### config.mk
export PLATFORM = sky130hd
export DESIGN_NAME = lcd_cmd_host_flat
export DESIGN_NICKNAME = d
export VERILOG_FILES = /design/src/rtl/lcd_ctrl_pkg.sv /design/src/rtl/lcd_cmd_host_if.sv /design/src/rtl/cmd_fifo.sv /design/src/rtl/lcd_cmd_host.sv /design/src/flat_wrapper.sv
export SDC_FILE = /design/constraint.sdc
export NUM_CORES = 1
export LEC_CHECK = 0
export BUFFER_PORTS_ARGS = -buffer_cell sky130_fd_sc_hd__buf_2
export CAP_MARGIN = 20
export CORE_MARGIN = 4
export CORE_UTILIZATION = 60
export CTS_BUF_LIST = sky130_fd_sc_hd__clkbuf_4
export DETAILED_ROUTE_END_ITERATION = 16
export PLACE_DENSITY = 0.89
export SYNTH_ARGS = -nofsm -noshare
export SYNTH_HDL_FRONTEND = slang
export SYNTH_SLANG_ARGS = --single-unit
### constraint.sdc
create_clock -name clk -period 2.9 [get_ports clk]
set_input_delay 0.145 -clock clk [delete_from_list [all_inputs] [get_ports clk]]
set_output_delay 0.145 -clock clk [all_outputs]
set_load 0.03 [all_outputs]
### src/rtl/lcd_ctrl_pkg.sv
// Shared definitions for the LCD controller command host.
// Holds the controller command codes, the host FSM state encoding and a
// small helper that tells legal command codes from illegal ones.
package lcd_ctrl_pkg;

  typedef logic [3:0] cmd_t;

  // Controller command codes; anything above CMD_LAST is illegal.
  localparam cmd_t WRITE       = 4'd0;
  localparam cmd_t SHIFT_UP    = 4'd1;
  localparam cmd_t SHIFT_DOWN  = 4'd2;
  localparam cmd_t SHIFT_LEFT  = 4'd3;
  localparam cmd_t SHIFT_RIGHT = 4'd4;
  localparam cmd_t MAX_OP      = 4'd5;
  localparam cmd_t MIN_OP      = 4'd6;
  localparam cmd_t AVERAGE     = 4'd7;
  localparam cmd_t ROTATE_CCW  = 4'd8;
  localparam cmd_t ROTATE_CW   = 4'd9;
  localparam cmd_t MIRROR_X    = 4'd10;
  localparam cmd_t MIRROR_Y    = 4'd11;
  localparam cmd_t CMD_LAST    = 4'd11;

  // Number of pixels in one frame write-back.
  localparam int FRAME_PIX = 64;

  // Host FSM state encoding.
  localparam logic [2:0] ST_IDLE    = 3'd0;
  localparam logic [2:0] ST_ISSUE   = 3'd1;
  localparam logic [2:0] ST_GUARD   = 3'd2;
  localparam logic [2:0] ST_WAIT    = 3'd3;
  localparam logic [2:0] ST_CAPTURE = 3'd4;
  localparam logic [2:0] ST_HALT    = 3'd5;

  function automatic logic is_legal_cmd(input cmd_t code);
    return code <= CMD_LAST;
  endfunction

endpackage

### src/rtl/lcd_cmd_host_if.sv
// Command/write-back bus between the command host and the LCD controller.
//  busy        controller busy
//  cmd         command code to the controller
//  cmd_valid   one-cycle command strobe
//  IRAM_valid  controller pixel write strobe
//  IRAM_A      pixel write address
//  IRAM_D      pixel write data
//  done        controller frame write-back finished
// The host uses the master modport, the controller (or a model of it) the slave.
interface lcd_cmd_host_if #(parameter int PIX_W = 8);
  import lcd_ctrl_pkg::*;

  logic             busy;
  cmd_t             cmd;
  logic             cmd_valid;
  logic             IRAM_valid;
  logic [5:0]       IRAM_A;
  logic [PIX_W-1:0] IRAM_D;
  logic             done;

  modport master (
    input  busy, IRAM_valid, IRAM_A, IRAM_D, done,
    output cmd, cmd_valid
  );

  modport slave (
    output busy, IRAM_valid, IRAM_A, IRAM_D, done,
    input  cmd, cmd_valid
  );

endinterface

### src/rtl/cmd_fifo.sv
// Synchronous command FIFO, DEPTH x WIDTH, with full/empty flags.
//  clk, reset   clock, asynchronous active-high reset (empties the FIFO)
//  wr_en        write request (honoured when not full, or full with a pop)
//  wr_data      data written
//  rd_en        pop request (honoured when not empty)
//  rd_data      head of the FIFO (show-ahead, combinational)
//  full, empty  occupancy flags
module cmd_fifo #(
  parameter int DEPTH = 16,
  parameter int WIDTH = 4
) (
  input  logic             clk,
  input  logic             reset,
  input  logic             wr_en,
  input  logic [WIDTH-1:0] wr_data,
  input  logic             rd_en,
  output logic [WIDTH-1:0] rd_data,
  output logic             full,
  output logic             empty
);

  localparam int AW = $clog2(DEPTH);

  logic [WIDTH-1:0] mem [DEPTH];
  logic [AW:0]      wr_ptr;
  logic [AW:0]      rd_ptr;
  logic             do_wr;
  logic             do_rd;

  // Pointers carry one extra wrap bit so full and empty can be told apart.
  assign empty   = (wr_ptr == rd_ptr);
  assign full    = (wr_ptr[AW] != rd_ptr[AW]) && (wr_ptr[AW-1:0] == rd_ptr[AW-1:0]);
  assign do_rd   = rd_en && !empty;
  assign do_wr   = wr_en && (!full || do_rd);
  assign rd_data = mem[rd_ptr[AW-1:0]];

  // Pointer update; a push and pop in the same cycle both take effect.
  always_ff @(posedge clk or posedge reset) begin
    if (reset) begin
      wr_ptr <= '0;
      rd_ptr <= '0;
    end else begin
      if (do_wr) wr_ptr <= wr_ptr + 1'b1;
      if (do_rd) rd_ptr <= rd_ptr + 1'b1;
    end
  end

  // Storage needs no reset; the pointers define what is valid.
  always_ff @(posedge clk) begin
    if (do_wr) mem[wr_ptr[AW-1:0]] <= wr_data;
  end

endmodule

### src/rtl/lcd_cmd_host.sv
// Initiator side of the LCD controller command interface.
// Buffers pushed commands, issues them one at a time while honouring busy,
// and on a WRITE captures the 64-pixel write-back into a local frame buffer
// with a running checksum.
//  clk, reset   clock, asynchronous active-high reset
//  push_*       command push port (push_ready = FIFO not full)
//  bus          controller bus (master side)
//  rd_addr      frame buffer read address
//  rd_data      frame buffer data, registered, 1-cycle latency
//  frame_done   one-cycle pulse when a capture completes
//  checksum     sum of pixels captured in the current/last frame
//  pix_cnt      pixels captured in the current/last frame
//  drop_cnt     illegal codes discarded, saturating
module lcd_cmd_host
  import lcd_ctrl_pkg::*;
#(
  parameter int FIFO_DEPTH = 16,
  parameter int PIX_W      = 8
) (
  input  logic              clk,
  input  logic              reset,
  input  logic              push_valid,
  input  cmd_t              push_cmd,
  output logic              push_ready,
  lcd_cmd_host_if.master    bus,
  input  logic [5:0]        rd_addr,
  output logic [PIX_W-1:0]  rd_data,
  output logic              frame_done,
  output logic [13:0]       checksum,
  output logic [6:0]        pix_cnt,
  output logic [7:0]        drop_cnt
);

  logic [2:0]       state;
  cmd_t             fifo_head;
  logic             fifo_full;
  logic             fifo_empty;
  logic             push_acc;
  logic             push_legal;
  logic             pop;
  logic             cap_wr;
  logic             cap_exit;
  logic [PIX_W-1:0] frame_mem [FRAME_PIX];

  assign push_ready = !fifo_full;
  assign push_acc   = push_valid && push_ready;
  assign push_legal = push_acc && is_legal_cmd(push_cmd);
  assign pop        = (state == ST_IDLE) && !fifo_empty && !bus.busy;
  assign cap_wr     = (state == ST_CAPTURE) && bus.IRAM_valid;
  // The write that brings the count to 64 ends the frame in the same cycle.
  assign cap_exit   = (state == ST_CAPTURE) &&
                      (bus.done || (cap_wr && pix_cnt == 7'(FRAME_PIX - 1)));

  cmd_fifo #(.DEPTH(FIFO_DEPTH), .WIDTH(4)) u_fifo (
    .clk     (clk),
    .reset   (reset),
    .wr_en   (push_legal),
    .wr_data (push_cmd),
    .rd_en   (pop),
    .rd_data (fifo_head),
    .full    (fifo_full),
    .empty   (fifo_empty)
  );

  // Issue sequencing and frame capture. cmd_valid is raised on the way into
  // ISSUE so it is high for exactly the ISSUE cycle; GUARD and WAIT keep
  // consecutive strobes well apart even if busy rises late.
  always_ff @(posedge clk or posedge reset) begin
    if (reset) begin
      state         <= ST_IDLE;
      bus.cmd       <= WRITE;
      bus.cmd_valid <= 1'b0;
      frame_done    <= 1'b0;
      checksum      <= '0;
      pix_cnt       <= '0;
    end else begin
      bus.cmd_valid <= 1'b0;
      frame_done    <= 1'b0;
      case (state)
        ST_IDLE: begin
          if (pop) begin
            bus.cmd       <= fifo_head;
            bus.cmd_valid <= 1'b1;
            state         <= ST_ISSUE;
          end
        end
        ST_ISSUE: state <= ST_GUARD;
        ST_GUARD: state <= ST_WAIT;
        ST_WAIT: begin
          if (bus.cmd == WRITE) begin
            checksum <= '0;
            pix_cnt  <= '0;
            state    <= ST_CAPTURE;
          end else if (!bus.busy) begin
            state <= ST_IDLE;
          end
        end
        ST_CAPTURE: begin
          if (cap_wr) begin
            checksum <= checksum + 14'(bus.IRAM_D);
            pix_cnt  <= pix_cnt + 7'd1;
          end
          if (cap_exit) begin
            frame_done <= 1'b1;
            state      <= bus.done ? ST_HALT : ST_IDLE;
          end
        end
        ST_HALT: state <= ST_HALT;
        default: state <= ST_IDLE;
      endcase
    end
  end

  // Illegal codes are counted only when the push is actually accepted.
  always_ff @(posedge clk or posedge reset) begin
    if (reset) begin
      drop_cnt <= '0;
    end else if (push_acc && !is_legal_cmd(push_cmd) && drop_cnt != 8'hFF) begin
      drop_cnt <= drop_cnt + 8'd1;
    end
  end

  // Frame buffer write port; duplicate addresses simply overwrite.
  always_ff @(posedge clk) begin
    if (cap_wr) frame_mem[bus.IRAM_A] <= bus.IRAM_D;
  end

  // Registered read port; a read racing a write to the same address sees the old value.
  always_ff @(posedge clk or posedge reset) begin
    if (reset) rd_data <= '0;
    else       rd_data <= frame_mem[rd_addr];
  end

endmodule

### src/flat_wrapper.sv
// flat-port wrapper written by rule: the top's interface ports become plain ports
module lcd_cmd_host_flat import lcd_ctrl_pkg::*;
#(
  parameter int FIFO_DEPTH = 16,
  parameter int PIX_W      = 8
)
  (clk, reset, push_valid, push_cmd, push_ready, rd_addr, rd_data, frame_done, checksum, pix_cnt, drop_cnt, bus_busy, bus_IRAM_valid, bus_IRAM_A, bus_IRAM_D, bus_done, bus_cmd, bus_cmd_valid);
  lcd_cmd_host_if #(.PIX_W(PIX_W)) bus_i ();
  input  logic clk;
  input  logic reset;
  input  logic push_valid;
  input  cmd_t push_cmd;
  output logic push_ready;
  input  logic [5:0] rd_addr;
  output logic [PIX_W-1:0] rd_data;
  output logic frame_done;
  output logic [13:0] checksum;
  output logic [6:0] pix_cnt;
  output logic [7:0] drop_cnt;
  input wire logic [$bits(bus_i.busy)-1:0] bus_busy;
  input wire logic [$bits(bus_i.IRAM_valid)-1:0] bus_IRAM_valid;
  input wire logic [$bits(bus_i.IRAM_A)-1:0] bus_IRAM_A;
  input wire logic [$bits(bus_i.IRAM_D)-1:0] bus_IRAM_D;
  input wire logic [$bits(bus_i.done)-1:0] bus_done;
  output wire logic [$bits(bus_i.cmd)-1:0] bus_cmd;
  output wire logic [$bits(bus_i.cmd_valid)-1:0] bus_cmd_valid;
  assign bus_i.busy = bus_busy;
  assign bus_i.IRAM_valid = bus_IRAM_valid;
  assign bus_i.IRAM_A = bus_IRAM_A;
  assign bus_i.IRAM_D = bus_IRAM_D;
  assign bus_i.done = bus_done;
  assign bus_cmd = bus_i.cmd;
  assign bus_cmd_valid = bus_i.cmd_valid;
  lcd_cmd_host #(.FIFO_DEPTH(FIFO_DEPTH), .PIX_W(PIX_W)) u_core (.clk(clk), .reset(reset), .push_valid(push_valid), .push_cmd(push_cmd), .push_ready(push_ready), .bus(bus_i), .rd_addr(rd_addr), .rd_data(rd_data), .frame_done(frame_done), .checksum(checksum), .pix_cnt(pix_cnt), .drop_cnt(drop_cnt));
endmodule
==> reports/qor.yml <==
route:
  drcViolationCount: 0
  via_per_inst: 6.38
  drtIter0Drc: 1890
  drtAntennaViolNets: 0
  drt_pass1_iterations: 5
  wl_um: 58300
  vias: 14300
  avgRoutedWirePerCell_um: 26.0
synth:
  synth_edf_count: 576
  synthMuxAreaShare_pct: 15.4
  yosys.area_share.simple_pct: 4.60
  syn_inst: 1281
  synth_cell_type_count: 68
  seq_area_frac_synth_pct: 73.9
  synth.avg_cell_area_um2: 19.8
  synthAdderAreaFrac_pct: 0.821
  syn_nets: 1327
  async_flop_share_pct: 8.86
  netlist_area_um2: 25300
  synth_top_family_by_area: "multiplexers"
  yosysWarningCount: 0
  synth_compound_area_share_pct: 2.72
  synth-xor-area-share_pct: 1.07
  ys_dominant_reg_cell: "edfxtp_1"
  ys_ff_latch: 632
global_routing:
  first_global_vias: 14600
  overflow: 0
  grt_pass1_wl_um: 88200
  antenna_found_initial: 9
  grt_start_max_net_pins: 65
  grt.total_usage_pct: 26.2
floorplan:
  io_pins: 74
  die_y_um: 213
  core_um2: 41300
  die_w_um: 213
  rows: 74
  start_util_pct: 61.3
  dieArea_um2: 45500
cells_and_area:
  final_cell_mix: "576 x edfxtp_1, 230 x clkbuf_4, 140 x mux4_2"
  area_growth_pct: 15.6
  postLayoutCoreUtil_pct: 70.8
  fill_cells: 2334
  nets: 1641
  final_common_cell: "edfxtp_1"
  finalInstanceArea_um2: 29200
  layout-drive-gt1-share_pct: 35.1
  fin_cells: 2244
pwr:
  p_clk_share_pct: 37.3
  p_per_area_nw_per_um2: 650
  p_leak_nw: 10.2
  p_switching_w: 0.00454
  vdd_ir_drop_max_v: 0.000471
  comb_power_share_pct: 8.6
  sw_frac_of_total_pct: 23.9
  pwr-share-seq_pct: 54.1
  internal_power_w: 0.0145
critical_path:
  crit_start: "u_core.state[0]"
  worstPathRequired_ps: 3420
  endpoint_kind: "flip-flop"
  r2r-start: "u_core.state[0]"
  arrival_ps: 3350
  critical_path.startpoint_type: "flip-flop"
  cp_max_fo: 10
  critPathKind: "flip-flop to flip-flop"
sta:
  slew_headroom_pct: 44.7
  setup_viol: 0
  fin_worst_skew_ps: 63.9
  tns_ps: 0
  max_freq_mhz: 353
  hold_viol: 0
  fin_crit_ps: 2830
  setup_ws_ps: 70.7
  fin_crit_sh_pct: 97.6
  slew_violations: 0
  worst_pin_slew_ps: 827
placed_design:
  dpl_cell_area_um2: 27000
  place_ws_ps: 449
  hpwl_um: 35800
  portBuffers: 73
  placed_cells: 1939
  gp_congestion: 0.867
outcome:
  outcome: "finished, final reports clean"
clock_tree:
  cts_inserted_buffers: 154
  clk_path_buf_depth: 3
  clkSinkCount: 632
  clk_pin_slew_ps: 70
  h-tree-depth: 4
  clock_latency_ps: 850
  tritoncts: "done"
  cts_root_buf: "clkbuf_4"
min_path:
  hold_path_class: "primary input to flip-flop"
  hold_path_startpoint: "rd_addr[5]"
run:
  maxCapViolCount: 0
==> critical path: stages, from the launching register on <==
cell,delay (ps)
dfrtp_1,490
nor3b_1,310
nand2_1,180
nor2_2,200
nand3_1,250
dlygate4sd3_1,640
nor2_1,250
buf_4,220
==> final timing paths <==
| path | end | slack [ps] | cells after the start |
|---|---|---|---|
| setup / recovery | u_core.frame_mem[38][5] | 70 | 7 |
| hold / removal | u_core.rd_data[0] | 110 | 3 |
| setup reg to reg | u_core.frame_mem[38][5] | 70 | 7 |
| hold reg to reg | u_core.u_fifo.wr_ptr[4] | 500 | 1 |
| max in group asynchronous | u_core.drop_cnt[4] | 1750 | 5 |
| min in group asynchronous | u_core.checksum[12] | 570 | 4 |
==> metrics by stage <==
stage          hold WS, ps  power, W
6_report               105    0.0190
5_1_grt               51.0    0.0198
4_1_cts               29.7    0.0191
3_5_place_dp           240    0.0120
3_3_place_gp           376    0.0119
2_1_floorplan          244    0.0114
==> flip-flops by register name, summed over array words and instances, names as in the netlist, 3 cells and up <==
name,flops
u_core.frame_mem,512
u_core.u_fifo.mem,64
u_core.checksum,14
u_core.drop_cnt,8
u_core.rd_data,8
u_core.pix_cnt,7
u_core.u_fifo.rd_ptr,5
u_core.u_fifo.wr_ptr,5
u_core.bus.cmd,4
u_core.state,3
==> power by group through the flow <==
stage | clock network [W] | registers (W) | logic, W
6_report | 0.00709 | 0.0103 | 0.00163
5_1_grt | 0.00776 | 0.0103 | 0.00174
4_1_cts | 0.00724 | 0.0103 | 0.00162
3_5_place_dp | 0 | 0.0105 | 0.00154
3_3_place_gp | 0 | 0.0105 | 0.00146
2_1_floorplan | 0 | 0.0105 | 0.000880
==> routing by layer <==
metal	part of all wire, %	vias up	track usage, %
met1	36	7208	35.7
met2	50	972	41.7
met4	3.9	2	11.2
met5	0.012	-	0
met3	10	172	5.90
li1	-	5953	-
==> synth_stat cells, drive strengths merged, types with 11 or more instances <==
master	n	area, um^2
mux2i	39	390
mux2	12	150
a21oi	20	104
nand2	34	128
ha	15	188
o21ai	18	90.1
dfrtp	56	1400
and3	12	75.1
nor2b	11	68.8
inv	14	52.6
buf	36	226
a22oi	15	113
nor2	88	330
xnor2	22	193
nand3	19	95.1
edfxtp	576	17300
clkbuf	26	97.6
mux4	148	3360
o22ai	14	87.6
==> what timing repair did <==
action                     in CTS  in global routing
hold endpoints to repair      296                  0
buffers inserted                0                  0
setup endpoints to repair       0                  6
resized for setup               0                  1
hold buffers                   32                  0
==> area by class of cell <==
cell class	count	area [um^2]	share of cell area (%)
sequential	632	18700	63.9
multi-input combinational	572	6240	21.3
clock buffer	230	1730	5.90
timing repair buffer	220	1680	5.73
tap	532	666	2.28
clock inverter	37	175	0.599
inverter	15	56.3	0.192
antenna	6	15.0	0.0513
==> logic make-up after synthesis <==
kind of cell               Yosys count
AOI/OAI and AO/OA                   98
xor gates and xnor gates            31
adders and majority gates           16
buffers and inverters               77
DFF                                632
muxes                              199
and+or+nand+nor                    228
Power figures use the tool's default switching activity.
